`config.mk`:
```
export PLATFORM = sky130hd
export DESIGN_NAME = acq_window_ctrl_flat
export DESIGN_NICKNAME = d
export VERILOG_FILES = /design/src/rtl/acq_window_pkg.sv /design/src/rtl/wb_interface.sv /design/src/rtl/acq_window_regs.sv /design/src/rtl/acq_window_ctrl.sv /design/src/flat_wrapper.sv
export SDC_FILE = /design/constraint.sdc
export NUM_CORES = 2
export LEC_CHECK = 0
export BUFFER_PORTS_ARGS = -buffer_cell sky130_fd_sc_hd__clkbuf_2
export CAP_MARGIN = 0
export CORE_MARGIN = 2
export CORE_UTILIZATION = 40
export DETAILED_ROUTE_END_ITERATION = 6
export SLEW_MARGIN = 20
export SYNTH_ARGS = -nofsm -noshare
export SYNTH_HDL_FRONTEND = slang
export SYNTH_SLANG_ARGS = --single-unit
```
`constraint.sdc`:
```
create_clock -name clk -period 17.15 [get_ports clk]
set_input_delay 2.5725 -clock clk [delete_from_list [all_inputs] [get_ports clk]]
set_output_delay 2.5725 -clock clk [all_outputs]
set_load 0.005 [all_outputs]
```
`src/rtl/acq_window_pkg.sv`:
```
// Shared types and constants for the acquisition window controller:
// FSM state encoding, register map offsets and register bit positions.
package acq_window_pkg;

  typedef enum logic [1:0] {
    ST_IDLE    = 2'd0,
    ST_ARMED   = 2'd1,
    ST_RUNNING = 2'd2,
    ST_DONE    = 2'd3
  } acq_state_t;

  localparam logic [7:0] REG_CTRL     = 8'h00;
  localparam logic [7:0] REG_STATUS   = 8'h04;
  localparam logic [7:0] REG_CONFIG   = 8'h08;
  localparam logic [7:0] REG_NUM_RUNS = 8'h0C;
  localparam logic [7:0] REG_DUR_LO   = 8'h10;
  localparam logic [7:0] REG_DUR_HI   = 8'h14;
  localparam logic [7:0] REG_PASSED   = 8'h18;
  localparam logic [7:0] REG_DROPPED  = 8'h1C;

  localparam int CTRL_ARM_BIT   = 0;
  localparam int CTRL_ABORT_BIT = 1;
  localparam int CFG_CH_LSB     = 0;
  localparam int CFG_CH_MSB     = 4;
  localparam int CFG_RISING_BIT = 8;

  // Run counter increment that sticks at its maximum instead of wrapping.
  function automatic logic [15:0] sat_inc16(input logic [15:0] v);
    return (v == 16'hFFFF) ? v : v + 16'd1;
  endfunction

endpackage

```
`src/rtl/wb_interface.sv`:
```
// Minimal single-beat Wishbone bus, 8-bit byte address, 32-bit data.
interface wb_interface;
  logic        cyc;
  logic        stb;
  logic        we;
  logic [7:0]  adr;
  logic [31:0] dat_w;
  logic [31:0] dat_r;
  logic        ack;

  modport slave  (input cyc, stb, we, adr, dat_w, output dat_r, ack);
  modport master (output cyc, stb, we, adr, dat_w, input dat_r, ack);
endinterface

```
`src/rtl/acq_window_regs.sv`:
```
// Wishbone register file for the acquisition window controller.
// ack follows cyc&stb by one cycle; writes commit on the edge that raises
// ack. ARM/ABORT are combinational pulses valid on that same edge so the
// FSM reacts at the commit edge.
module acq_window_regs
  import acq_window_pkg::*;
(
  input  logic        clk,
  input  logic        rst,
  wb_interface.slave  wb,
  input  acq_state_t  i_state,
  input  logic [15:0] i_runs_done,
  input  logic [31:0] i_passed,
  input  logic [31:0] i_dropped,
  output logic        o_arm,
  output logic        o_abort,
  output logic [4:0]  o_start_channel,
  output logic        o_start_rising,
  output logic [15:0] o_num_runs,
  output logic [63:0] o_duration
);

  logic        r_ack;
  logic [31:0] r_rdata;
  logic [4:0]  r_start_channel;
  logic        r_start_rising;
  logic [15:0] r_num_runs;
  logic [63:0] r_duration;
  logic        w_req;
  logic        w_wr;
  logic [31:0] w_rdata;

  assign w_req   = wb.cyc & wb.stb & ~r_ack;
  assign w_wr    = w_req & wb.we;
  assign o_arm   = w_wr && (wb.adr == REG_CTRL) && wb.dat_w[CTRL_ARM_BIT];
  assign o_abort = w_wr && (wb.adr == REG_CTRL) && wb.dat_w[CTRL_ABORT_BIT];

  assign wb.ack   = r_ack;
  assign wb.dat_r = r_rdata;

  assign o_start_channel = r_start_channel;
  assign o_start_rising  = r_start_rising;
  assign o_num_runs      = r_num_runs;
  assign o_duration      = r_duration;

  // Read data mux; unmapped and write-only addresses read as zero.
  always_comb begin
    w_rdata = '0;
    case (wb.adr)
      REG_STATUS:   w_rdata = {i_runs_done, 14'd0, i_state};
      REG_CONFIG: begin
        w_rdata[CFG_CH_MSB:CFG_CH_LSB] = r_start_channel;
        w_rdata[CFG_RISING_BIT]        = r_start_rising;
      end
      REG_NUM_RUNS: w_rdata[15:0] = r_num_runs;
      REG_DUR_LO:   w_rdata = r_duration[31:0];
      REG_DUR_HI:   w_rdata = r_duration[63:32];
      REG_PASSED:   w_rdata = i_passed;
      REG_DROPPED:  w_rdata = i_dropped;
      default:      w_rdata = '0;
    endcase
  end

  // Zero-wait-state ack and registered read data.
  always_ff @(posedge clk or posedge rst) begin
    if (rst) begin
      r_ack   <= 1'b0;
      r_rdata <= '0;
    end else begin
      r_ack <= w_req;
      if (w_req) r_rdata <= w_rdata;
    end
  end

  // Configuration register writes.
  always_ff @(posedge clk or posedge rst) begin
    if (rst) begin
      r_start_channel <= '0;
      r_start_rising  <= 1'b0;
      r_num_runs      <= '0;
      r_duration      <= '0;
    end else if (w_wr) begin
      case (wb.adr)
        REG_CONFIG: begin
          r_start_channel <= wb.dat_w[CFG_CH_MSB:CFG_CH_LSB];
          r_start_rising  <= wb.dat_w[CFG_RISING_BIT];
        end
        REG_NUM_RUNS: r_num_runs         <= wb.dat_w[15:0];
        REG_DUR_LO:   r_duration[31:0]   <= wb.dat_w;
        REG_DUR_HI:   r_duration[63:32]  <= wb.dat_w;
        default: ;
      endcase
    end
  end

endmodule

```
`src/rtl/acq_window_ctrl.sv`:
```
// Acquisition window controller: arms on a register command, triggers on a
// configured channel/edge, forwards only lanes inside [t_start, t_start+dur)
// (modulo 2^64) and repeats for NUM_RUNS windows.
// Optional feature macro: ACQ_WINDOW_STATS_EN adds PASSED/DROPPED counters.
// dbg_state mirrors the FSM state register.
module acq_window_ctrl
  import acq_window_pkg::*;
#(
  parameter int WORD_WIDTH = 4
) (
  input  logic                        clk,
  input  logic                        rst,
  input  logic                        s_axis_tvalid,
  output logic                        s_axis_tready,
  input  logic [WORD_WIDTH-1:0][63:0] s_axis_tagtime,
  input  logic [WORD_WIDTH-1:0][4:0]  s_axis_channel,
  input  logic [WORD_WIDTH-1:0]       s_axis_rising_edge,
  input  logic [WORD_WIDTH-1:0]       s_axis_tkeep,
  output logic                        m_axis_tvalid,
  input  logic                        m_axis_tready,
  output logic [WORD_WIDTH-1:0][63:0] m_axis_tagtime,
  output logic [WORD_WIDTH-1:0][4:0]  m_axis_channel,
  output logic [WORD_WIDTH-1:0]       m_axis_rising_edge,
  output logic [WORD_WIDTH-1:0]       m_axis_tkeep,
  wb_interface.slave                  wb,
  output logic                        acq_active,
  output logic                        run_done,
  output acq_state_t                  dbg_state
);

  // Stream handshake: a word moves when s_axis_tvalid && m_axis_tready.
  // Input ready is the output ready passed straight through; the output
  // stage only advances while m_axis_tready is high.

  acq_state_t                  r_state, w_next_state, w_end_state;
  logic [63:0]                 r_t_start, w_next_t_start;
  logic [63:0]                 r_dur, w_next_dur;
  logic [15:0]                 r_runs_done, w_next_runs, w_runs_inc;
  logic                        r_m_tvalid, r_run_done;
  logic [WORD_WIDTH-1:0][63:0] r_m_tagtime;
  logic [WORD_WIDTH-1:0][4:0]  r_m_channel;
  logic [WORD_WIDTH-1:0]       r_m_rising, r_m_tkeep;
  logic [WORD_WIDTH-1:0]       w_keep;
  logic                        w_accept, w_end, w_trig, w_arm, w_abort, w_arm_ok;
  logic [4:0]                  w_cfg_channel;
  logic                        w_cfg_rising;
  logic [15:0]                 w_num_runs;
  logic [63:0]                 w_cfg_dur;
  logic [31:0]                 w_passed_cnt, w_dropped_cnt;

  acq_window_regs u_regs (
    .clk             (clk),
    .rst             (rst),
    .wb              (wb),
    .i_state         (r_state),
    .i_runs_done     (r_runs_done),
    .i_passed        (w_passed_cnt),
    .i_dropped       (w_dropped_cnt),
    .o_arm           (w_arm),
    .o_abort         (w_abort),
    .o_start_channel (w_cfg_channel),
    .o_start_rising  (w_cfg_rising),
    .o_num_runs      (w_num_runs),
    .o_duration      (w_cfg_dur)
  );

  assign w_accept   = s_axis_tvalid & m_axis_tready;
  assign w_arm_ok   = w_arm & ((r_state == ST_IDLE) | (r_state == ST_DONE));
  assign w_runs_inc = sat_inc16(r_runs_done);
  assign w_end_state = ((w_num_runs != 16'd0) && (w_runs_inc >= w_num_runs)) ? ST_DONE : ST_ARMED;

  // Next state and lane mask: walk the lanes in order, letting the state
  // evolve within the word (trigger opens the window, first late lane closes it).
  always_comb begin
    w_next_state   = r_state;
    w_next_t_start = r_t_start;
    w_next_dur     = r_dur;
    w_next_runs    = r_runs_done;
    w_keep         = '0;
    w_end          = 1'b0;
    w_trig         = 1'b0;
    if (w_accept) begin
      for (int i = 0; i < WORD_WIDTH; i++) begin
        if (s_axis_tkeep[i]) begin
          case (w_next_state)
            ST_ARMED: begin
              if (!w_trig && !w_end && (s_axis_channel[i] == w_cfg_channel) &&
                  (s_axis_rising_edge[i] == w_cfg_rising)) begin
                w_trig         = 1'b1;
                w_next_t_start = s_axis_tagtime[i];
                w_next_dur     = w_cfg_dur;
                if (w_cfg_dur == 64'd0) begin
                  w_end        = 1'b1;
                  w_next_state = w_end_state;
                end else begin
                  w_next_state = ST_RUNNING;
                  w_keep[i]    = 1'b1;
                end
              end
            end
            ST_RUNNING: begin
              if ((s_axis_tagtime[i] - w_next_t_start) < w_next_dur) begin
                w_keep[i] = 1'b1;
              end else begin
                w_end        = 1'b1;
                w_next_state = w_end_state;
              end
            end
            default: ;
          endcase
        end
      end
    end
    if (w_end) w_next_runs = w_runs_inc;
    if (w_abort) begin
      w_next_state = ST_IDLE;
    end else if (w_arm_ok) begin
      w_next_state = ST_ARMED;
      w_next_runs  = '0;
    end
  end

  // FSM state register.
  always_ff @(posedge clk or posedge rst) begin
    if (rst) r_state <= ST_IDLE;
    else     r_state <= w_next_state;
  end

  // Window bounds and run counter.
  always_ff @(posedge clk or posedge rst) begin
    if (rst) begin
      r_t_start   <= '0;
      r_dur       <= '0;
      r_runs_done <= '0;
    end else begin
      r_t_start   <= w_next_t_start;
      r_dur       <= w_next_dur;
      r_runs_done <= w_next_runs;
    end
  end

  // One-cycle output stage holding the masked copy of the input word.
  always_ff @(posedge clk or posedge rst) begin
    if (rst) begin
      r_m_tvalid  <= 1'b0;
      r_m_tagtime <= '0;
      r_m_channel <= '0;
      r_m_rising  <= '0;
      r_m_tkeep   <= '0;
    end else if (m_axis_tready) begin
      r_m_tvalid  <= s_axis_tvalid;
      r_m_tagtime <= s_axis_tagtime;
      r_m_channel <= s_axis_channel;
      r_m_rising  <= s_axis_rising_edge;
      r_m_tkeep   <= w_keep;
    end
  end

  // run_done lines up with the output word that closed the window.
  always_ff @(posedge clk or posedge rst) begin
    if (rst) r_run_done <= 1'b0;
    else     r_run_done <= w_end;
  end

`ifdef ACQ_WINDOW_STATS_EN
  logic [31:0] r_passed, r_dropped, w_pass_n, w_drop_n;

  // Count forwarded and masked valid lanes of each accepted word.
  always_comb begin
    w_pass_n = '0;
    w_drop_n = '0;
    for (int i = 0; i < WORD_WIDTH; i++) begin
      if (w_accept && s_axis_tkeep[i]) begin
        if (w_keep[i]) w_pass_n = w_pass_n + 32'd1;
        else           w_drop_n = w_drop_n + 32'd1;
      end
    end
  end

  // Wrapping statistics counters, cleared by an accepted ARM.
  always_ff @(posedge clk or posedge rst) begin
    if (rst) begin
      r_passed  <= '0;
      r_dropped <= '0;
    end else if (w_arm_ok) begin
      r_passed  <= '0;
      r_dropped <= '0;
    end else begin
      r_passed  <= r_passed + w_pass_n;
      r_dropped <= r_dropped + w_drop_n;
    end
  end

  assign w_passed_cnt  = r_passed;
  assign w_dropped_cnt = r_dropped;
`else
  assign w_passed_cnt  = '0;
  assign w_dropped_cnt = '0;
`endif

  assign s_axis_tready      = m_axis_tready;
  assign m_axis_tvalid      = r_m_tvalid;
  assign m_axis_tagtime     = r_m_tagtime;
  assign m_axis_channel     = r_m_channel;
  assign m_axis_rising_edge = r_m_rising;
  assign m_axis_tkeep       = r_m_tkeep;
  assign acq_active         = (r_state == ST_RUNNING);
  assign run_done           = r_run_done;
  assign dbg_state          = r_state;

endmodule

```
`src/flat_wrapper.sv`:
```
// flat-port wrapper written by rule: the top's interface ports become plain ports
module acq_window_ctrl_flat import acq_window_pkg::*;
#(
  parameter int WORD_WIDTH = 4
)
  (clk, rst, s_axis_tvalid, s_axis_tready, s_axis_tagtime, s_axis_channel, s_axis_rising_edge, s_axis_tkeep, m_axis_tvalid, m_axis_tready, m_axis_tagtime, m_axis_channel, m_axis_rising_edge, m_axis_tkeep, acq_active, run_done, dbg_state, wb_cyc, wb_stb, wb_we, wb_adr, wb_dat_w, wb_dat_r, wb_ack);
  wb_interface wb_i ();
  input  logic clk;
  input  logic rst;
  input  logic s_axis_tvalid;
  output logic s_axis_tready;
  input  logic [WORD_WIDTH-1:0][63:0] s_axis_tagtime;
  input  logic [WORD_WIDTH-1:0][4:0] s_axis_channel;
  input  logic [WORD_WIDTH-1:0] s_axis_rising_edge;
  input  logic [WORD_WIDTH-1:0] s_axis_tkeep;
  output logic m_axis_tvalid;
  input  logic m_axis_tready;
  output logic [WORD_WIDTH-1:0][63:0] m_axis_tagtime;
  output logic [WORD_WIDTH-1:0][4:0] m_axis_channel;
  output logic [WORD_WIDTH-1:0] m_axis_rising_edge;
  output logic [WORD_WIDTH-1:0] m_axis_tkeep;
  output logic acq_active;
  output logic run_done;
  output acq_state_t dbg_state;
  input wire logic [$bits(wb_i.cyc)-1:0] wb_cyc;
  input wire logic [$bits(wb_i.stb)-1:0] wb_stb;
  input wire logic [$bits(wb_i.we)-1:0] wb_we;
  input wire logic [$bits(wb_i.adr)-1:0] wb_adr;
  input wire logic [$bits(wb_i.dat_w)-1:0] wb_dat_w;
  output wire logic [$bits(wb_i.dat_r)-1:0] wb_dat_r;
  output wire logic [$bits(wb_i.ack)-1:0] wb_ack;
  assign wb_i.cyc = wb_cyc;
  assign wb_i.stb = wb_stb;
  assign wb_i.we = wb_we;
  assign wb_i.adr = wb_adr;
  assign wb_i.dat_w = wb_dat_w;
  assign wb_dat_r = wb_i.dat_r;
  assign wb_ack = wb_i.ack;
  acq_window_ctrl #(.WORD_WIDTH(WORD_WIDTH)) u_core (.clk(clk), .rst(rst), .s_axis_tvalid(s_axis_tvalid), .s_axis_tready(s_axis_tready), .s_axis_tagtime(s_axis_tagtime), .s_axis_channel(s_axis_channel), .s_axis_rising_edge(s_axis_rising_edge), .s_axis_tkeep(s_axis_tkeep), .m_axis_tvalid(m_axis_tvalid), .m_axis_tready(m_axis_tready), .m_axis_tagtime(m_axis_tagtime), .m_axis_channel(m_axis_channel), .m_axis_rising_edge(m_axis_rising_edge), .m_axis_tkeep(m_axis_tkeep), .wb(wb_i), .acq_active(acq_active), .run_done(run_done), .dbg_state(dbg_state));
endmodule
```
; ---- Word level (Yosys, flattened, before mapping)
; Cells that the tools add are included.
[op_classes]
bitwise_logic = 7
order_cmp = 5
n_mux = 117
reduce_logical = 29
n_eq_ne = 23
add_sub_neg = 5
[op_table]
columns = cell, n
row1 = 64-bit 2-to-1 mux, 30
row2 = 64-bit less-than comparator, 4
row3 = 64-bit subtractor, 4
row4 = 64-bit logical NOT, 1
row5 = 16-bit 2-to-1 mux, 4
row6 = 16-bit one-hot mux with 3 select lines, 1
row7 = 1-bit 2-to-1 mux, 45
row8 = 2-bit 2-to-1 mux, 20
row9 = 5-bit one-hot mux with 5 select lines, 1
row10 = 7-bit one-hot mux with 3 select lines, 1
row11 = 5-bit equality test, 4
row12 = 16-bit by 1-bit adder with 16-bit output (second input constant), 1
row13 = 16-bit equality test (second input constant), 1
row14 = 8-bit by 4-bit equality test with 1-bit output (second input constant), 2
row15 = 8-bit by 5-bit equality test with 1-bit output (second input constant), 2
row16 = 16-bit greater-or-equal comparator, 1
row17 = 1-bit one-hot mux with 2 select lines, 8
row18 = 2-bit one-hot mux with 2 select lines, 4
row19 = 16-bit nonzero test, 1
row20 = 1-bit logical AND, 14
row21 = 2-bit equality test (second input constant), 5
row22 = 3-bit one-hot mux with 3 select lines, 1
row23 = 2-bit by 1-bit equality test with 1-bit output (second input constant), 4
row24 = 8-bit by 3-bit equality test with 1-bit output (second input constant), 1
row25 = other kinds (11), 26
[word_totals]
inputBits = 331
out_inout_bits = 323
wordCells = 209
regBits = 551

; ---- Depth between registers and ports, before layout
[depth]
ltp_word = 33
depth_mapped = 81
mapped_depth_nobuf = 76

; ---- Hierarchy
; From an unflattened synthesis, not the netlist that was laid out.
[hier_totals]
cells_unflattened = 5404
area_unflattened_um2 = 47061.4
[by_module_without_submodules]
columns = mod, seq_area_each_um2, area_each_um2, n_inst, cells_per_inst
row1 = acq_window_ctrl, 10810.4, 41258.3, 1, 4982
row2 = acq_window_regs, 2977.9, 5803.1, 1, 422

; ---- Least setup slack after synthesis
; OpenSTA, ideal clock, no wires.
[synth_timing]
path_kind = input -> register
start = input port s_axis_tagtime[0] (netlist bit)
end = register u_core.r_runs_done[12]
n_path_buf = 4
stages = 79
setup_ns = 0.132
arrival_ns = 17.408
t_required_ns = 17.018
setup_slack_ns = -0.390
cell_sequence = inv_1 -> ha_1 -> inv_1 -> fa_1 -> a21o_1 -> a21oi_1 -> o21ai_0 -> a311oi_1 -> nor3_1 -> nor2_1 -> a21oi_1 -> o21ai_0 -> a31oi_1 -> a41oi_1 -> a21oi_1 -> a31oi_1 -> o21ai_0 -> a221oi_1 -> [43 not listed] -> or3_1 -> nor3_1 -> inv_1 -> nor3_1 -> inv_1 -> o21ai_0 -> mux2_2 -> a211oi_1 -> ha_1 -> nand2_1 -> o21ai_1 -> a31oi_1 -> a221oi_1 -> a21bo_2 -> inv_1 -> buf_2 -> mux2i_1 -> nor2_1
[synth_between]
elab_chain_len = 33
[synth_rtl]
columns = item, line_no
row1 = "start, declared", flat_wrapper.sv:12  ; input logic [WORD_WIDTH-1:0][63:0] s_axis_tagtime;
row2 = "parallel branches: the longest is 28 deep, another holds 64-bit subtractor", --
row3 = 1-bit 2-to-1 mux (*), acq_window_ctrl.sv:84  ; if (s_axis_tkeep[i]) begin
row4 = 1-bit 2-to-1 mux (*), acq_window_ctrl.sv:82  ; if (w_accept) begin
row5 = named net u_core.w_end, acq_window_ctrl.sv:44  ; logic w_accept, w_end, w_trig, w_arm, w_abort, w_arm_ok;
row6 = 16-bit 2-to-1 mux (*), acq_window_ctrl.sv:114  ; if (w_end) w_next_runs = w_runs_inc;
row7 = 16-bit 2-to-1 mux, acq_window_ctrl.sv:117  ; end else if (w_arm_ok) begin
row8 = 16-bit 2-to-1 mux (*), acq_window_ctrl.sv:115  ; if (w_abort) begin
row9 = named net u_core.w_next_runs[12], acq_window_ctrl.sv:38  ; logic [15:0] r_runs_done, w_next_runs, w_runs_inc;
row10 = "end signal, assigned", acq_window_ctrl.sv:138  ; r_runs_done <= w_next_runs;
row11 = "end, declared", acq_window_ctrl.sv:38
; Mark *: on every way through the listed nets, which the timed path passes. The select of a mux whose other input is x is not followed.
; A chain may end at the register's enable or synchronous reset.

; ---- Worst setup path after layout
[layout_timing]
start = input port s_axis_tagtime[0] (netlist bit)
end = register u_core.r_runs_done[6]
[layout_between]
elab_chain_len = 33
[layout_rtl]
columns = item, line_no
row1 = "parallel branches: the longest is 28 deep, another holds 64-bit subtractor", --
row2 = 1-bit 2-to-1 mux (*), acq_window_ctrl.sv:84
row3 = 1-bit 2-to-1 mux (*), acq_window_ctrl.sv:82
row4 = 16-bit 2-to-1 mux (*), acq_window_ctrl.sv:114
row5 = 16-bit 2-to-1 mux, acq_window_ctrl.sv:117
row6 = 16-bit 2-to-1 mux (*), acq_window_ctrl.sv:115
row7 = named net u_core.w_next_runs[6], acq_window_ctrl.sv:38
; Marks and branches as above.

==> reports/metrics.cfg <==
[run_status]
status=complete, no violations

[route]
ant_nets=0
drt-wirelength-per-cell_um=21.2
vias=48300
route.detailed.drc=0
drt-pass1-iter-count=6
via_per_inst=5.51
finalWirelength_um=186000
first_iter_violations=3848

[clock_tree]
cts_inserted_buffers=69
cts_max_level=3
cts.sinks=551
cts_tree=done
worstSkewPairLatency_ns=0.68
cts_root_buffer=clkbuf_16
cts_max_path_buffers=3
clk_pin_slew_ns=0.06

[sta]
finalWorstSetupSlack_ns=0.360
drv_slew=0
whs_ns=0.478
worst_pin_slew_ns=0.939
slew_headroom=0.358
fin_crit_sh=0.979
finalHoldViolCount=0
skew_ns=0.0382
max_freq_ghz=0.0596
setup_viol=0
fin_crit_ns=16.79
rsz0062_at_grt=yes

[place]
place_inst=8597
pre_cts_ws_ns=-2.00
dpl.hpwl_um=150000
port_buffers=653
gp_congestion=0.973
placed_area_um2=59200

[floorplanning]
start_util=0.404
dieWidth_um=347
dieArea_um2=121000
die_h_um=347
core-area_um2=117000
row_count=125
boundaryPins=654

[layout]
fin_cells=8761
layout.nets=8031
seq_area_um2=13800
drive_gt1_frac=0.329
fin_area_um2=62900
utilization=0.540
mostFrequentLayoutCells=buf_4, a21oi_1, clkbuf_2
num-fill-cells=11000
mostFrequentLayoutCell=buf_4
syn_to_final_growth_pct=33.5
multi_input_area_um2=32100

[grt]
grt_pass1_wl_um=274000
grt_usage=0.294
grt_pass1_vias=45900
grt_max_degree=118
grt_antenna_before_repair=18
grt-ovfl-total=0

[worst_setup_path]
crit_fanout=6
worstSetupEndpointType=register
critical_path_class=in -> reg
cp.arrival_ns=17.38
slowest_delay_ns=0.55
crit_slowest_cell=or4b_4
startpoint_type=input pin
cpMostUsedCell=buf_4
critPathRequiredTime_ns=17.74

[synthesis]
synth-seq-area-share=0.293
synthFlopType=dfrtp_1
ys_seq_elements=551
async_flop_share=1.00
syn_nets=6514
yosysWarnings=0
synth-edff-count=0
synth_area_um2=47100
synthCells=5658
yosysUniqueCellTypes=86
syn_avg_cell_area_um2=8.32

[power]
p_leak_nw=30.6
power_density_nw_per_um2=141
ir_drop_mv=0.0813

[hold_path]
worstHoldPathType=reg -> reg

[run]
max_cap_viol_count=0

## through the flow
step / TNS (ns) / power (mW)
after detailed placement: -246.45 / 7.03
after CTS: 0 / 8.68
final: 0 / 8.84
after global placement: -189.37 / 6.95
after floorplan: 0 / 4.62
after global routing: -21.46 / 9.53
## critical path, delay by kind of cell
family                     cells  cell delay [ns]
muxes                          1             0.31
buffers and inverters         16             2.04
and+or+nand+nor               14             2.62
AOI/OAI and AO/OA             43             7.30
xor gates and xnor gates       2             0.30
adders and majority gates      8             2.20
## power by group
group	internal (mW)	leakage (nW)	switching [mW]	total (mW)
sequential	1.46	6.91	0.0997	1.56
clock	0.922	1.15	0.645	1.57
combinational	2.72	22.6	3.00	5.72
## synth_stat cells, types with 32 or more instances
| cell | number | area share |
|---|---|---|
| nand4_1 | 76 | 0.010 |
| o21bai_1 | 41 | 0.0065 |
| nand2b_1 | 62 | 0.0082 |
| o21a_1 | 32 | 0.0051 |
| ha_1 | 523 | 0.14 |
| clkbuf_1 | 207 | 0.016 |
| buf_2 | 40 | 0.0043 |
| mux2_2 | 372 | 0.089 |
| o21ai_0 | 445 | 0.047 |
| nor2b_1 | 62 | 0.0082 |
| a21o_1 | 233 | 0.037 |
| nor2_1 | 561 | 0.045 |
| o21ai_1 | 38 | 0.0040 |
| nor3_1 | 48 | 0.0051 |
| a31oi_1 | 37 | 0.0049 |
| xnor2_1 | 182 | 0.034 |
| a21oi_1 | 715 | 0.076 |
| xor2_1 | 91 | 0.017 |
| dfrtp_1 | 551 | 0.29 |
| nand3_1 | 100 | 0.011 |
| inv_1 | 247 | 0.020 |
| nand2_1 | 523 | 0.042 |
| and3_1 | 47 | 0.0062 |
## layer usage
layer	vias to the layer above	wire (µm)	GRT usage	part of all wire
li1	23400	-	-	-
met1	23000	79700	0.388	0.43
met2	1576	86300	0.486	0.47
met3	295	12100	0.0440	0.065
met4	14	7380	0.114	0.040
met5	-	80	0	0.00043
## registers in the layout, indices dropped and copies added, names as in the netlist, 16 cells and up
name and flops:
u_core.r_dur 64, u_core.m_axis_tagtime 256, u_core.u_regs.o_duration 64, u_core.r_runs_done 16, u_core.r_t_start 64, u_core.u_regs.o_num_runs 16, u_core.m_axis_channel 20, u_core.u_regs.wb.dat_r 32
## area by class of cell
class / instances / area share
antenna: 12 / 0.000477
clock buffer: 92 / 0.0314
clock inverter: 29 / 0.00666
inverter: 248 / 0.0149
multi-input combinational: 4594 / 0.511
sequential: 551 / 0.219
tap: 1524 / 0.0303
timing repair buffer: 1711 / 0.186
## final timing paths
kind                                             startpoint                                      to  slack [ns]  cells past startpoint
max                                       s_axis_tagtime[0]         u_core.r_runs_done[6]$_DFF_PP0_        0.36                     84
min                        u_core.r_t_start[11]$_DFFE_PP0P_        u_core.r_t_start[11]$_DFFE_PP0P_        0.48                      2
max reg2reg                 u_core.dbg_state[1]$_DFFE_PP0P_        u_core.r_runs_done[10]$_DFF_PP0_        1.91                     80
min reg2reg                u_core.r_t_start[11]$_DFFE_PP0P_        u_core.r_t_start[11]$_DFFE_PP0P_        0.48                      2
max in group asynchronous                               rst  u_core.m_axis_tagtime[153]$_DFFE_PP0P_       12.38                      5
min in group asynchronous                               rst   u_core.m_axis_channel[12]$_DFFE_PP0P_        2.11                      2
## timing repair
item | in CTS | in global routing
hold endpoints to repair | 0 | 0
resized for setup | 44 | 170
hold buffers | 0 | 0
pin swaps | 21 | 104
setup buffers | 2 | 21
cloned | 1 | 10
setup endpoints to repair | 148 | 148
## cell families after synthesis
| kind of cell | after synthesis | synth area share |
|---|---|---|
| AO/OA/AOI/OAI | 1792 | 0.227 |
| AND/OR/NAND/NOR | 1610 | 0.154 |
| flip-flops | 551 | 0.293 |
| adder cells (fa/ha/maj) | 535 | 0.142 |
| buffers and inverters | 513 | 0.0420 |
| multiplexers | 384 | 0.0915 |
| XOR/XNOR | 273 | 0.0508 |
Power figures use the tool's default switching activity.
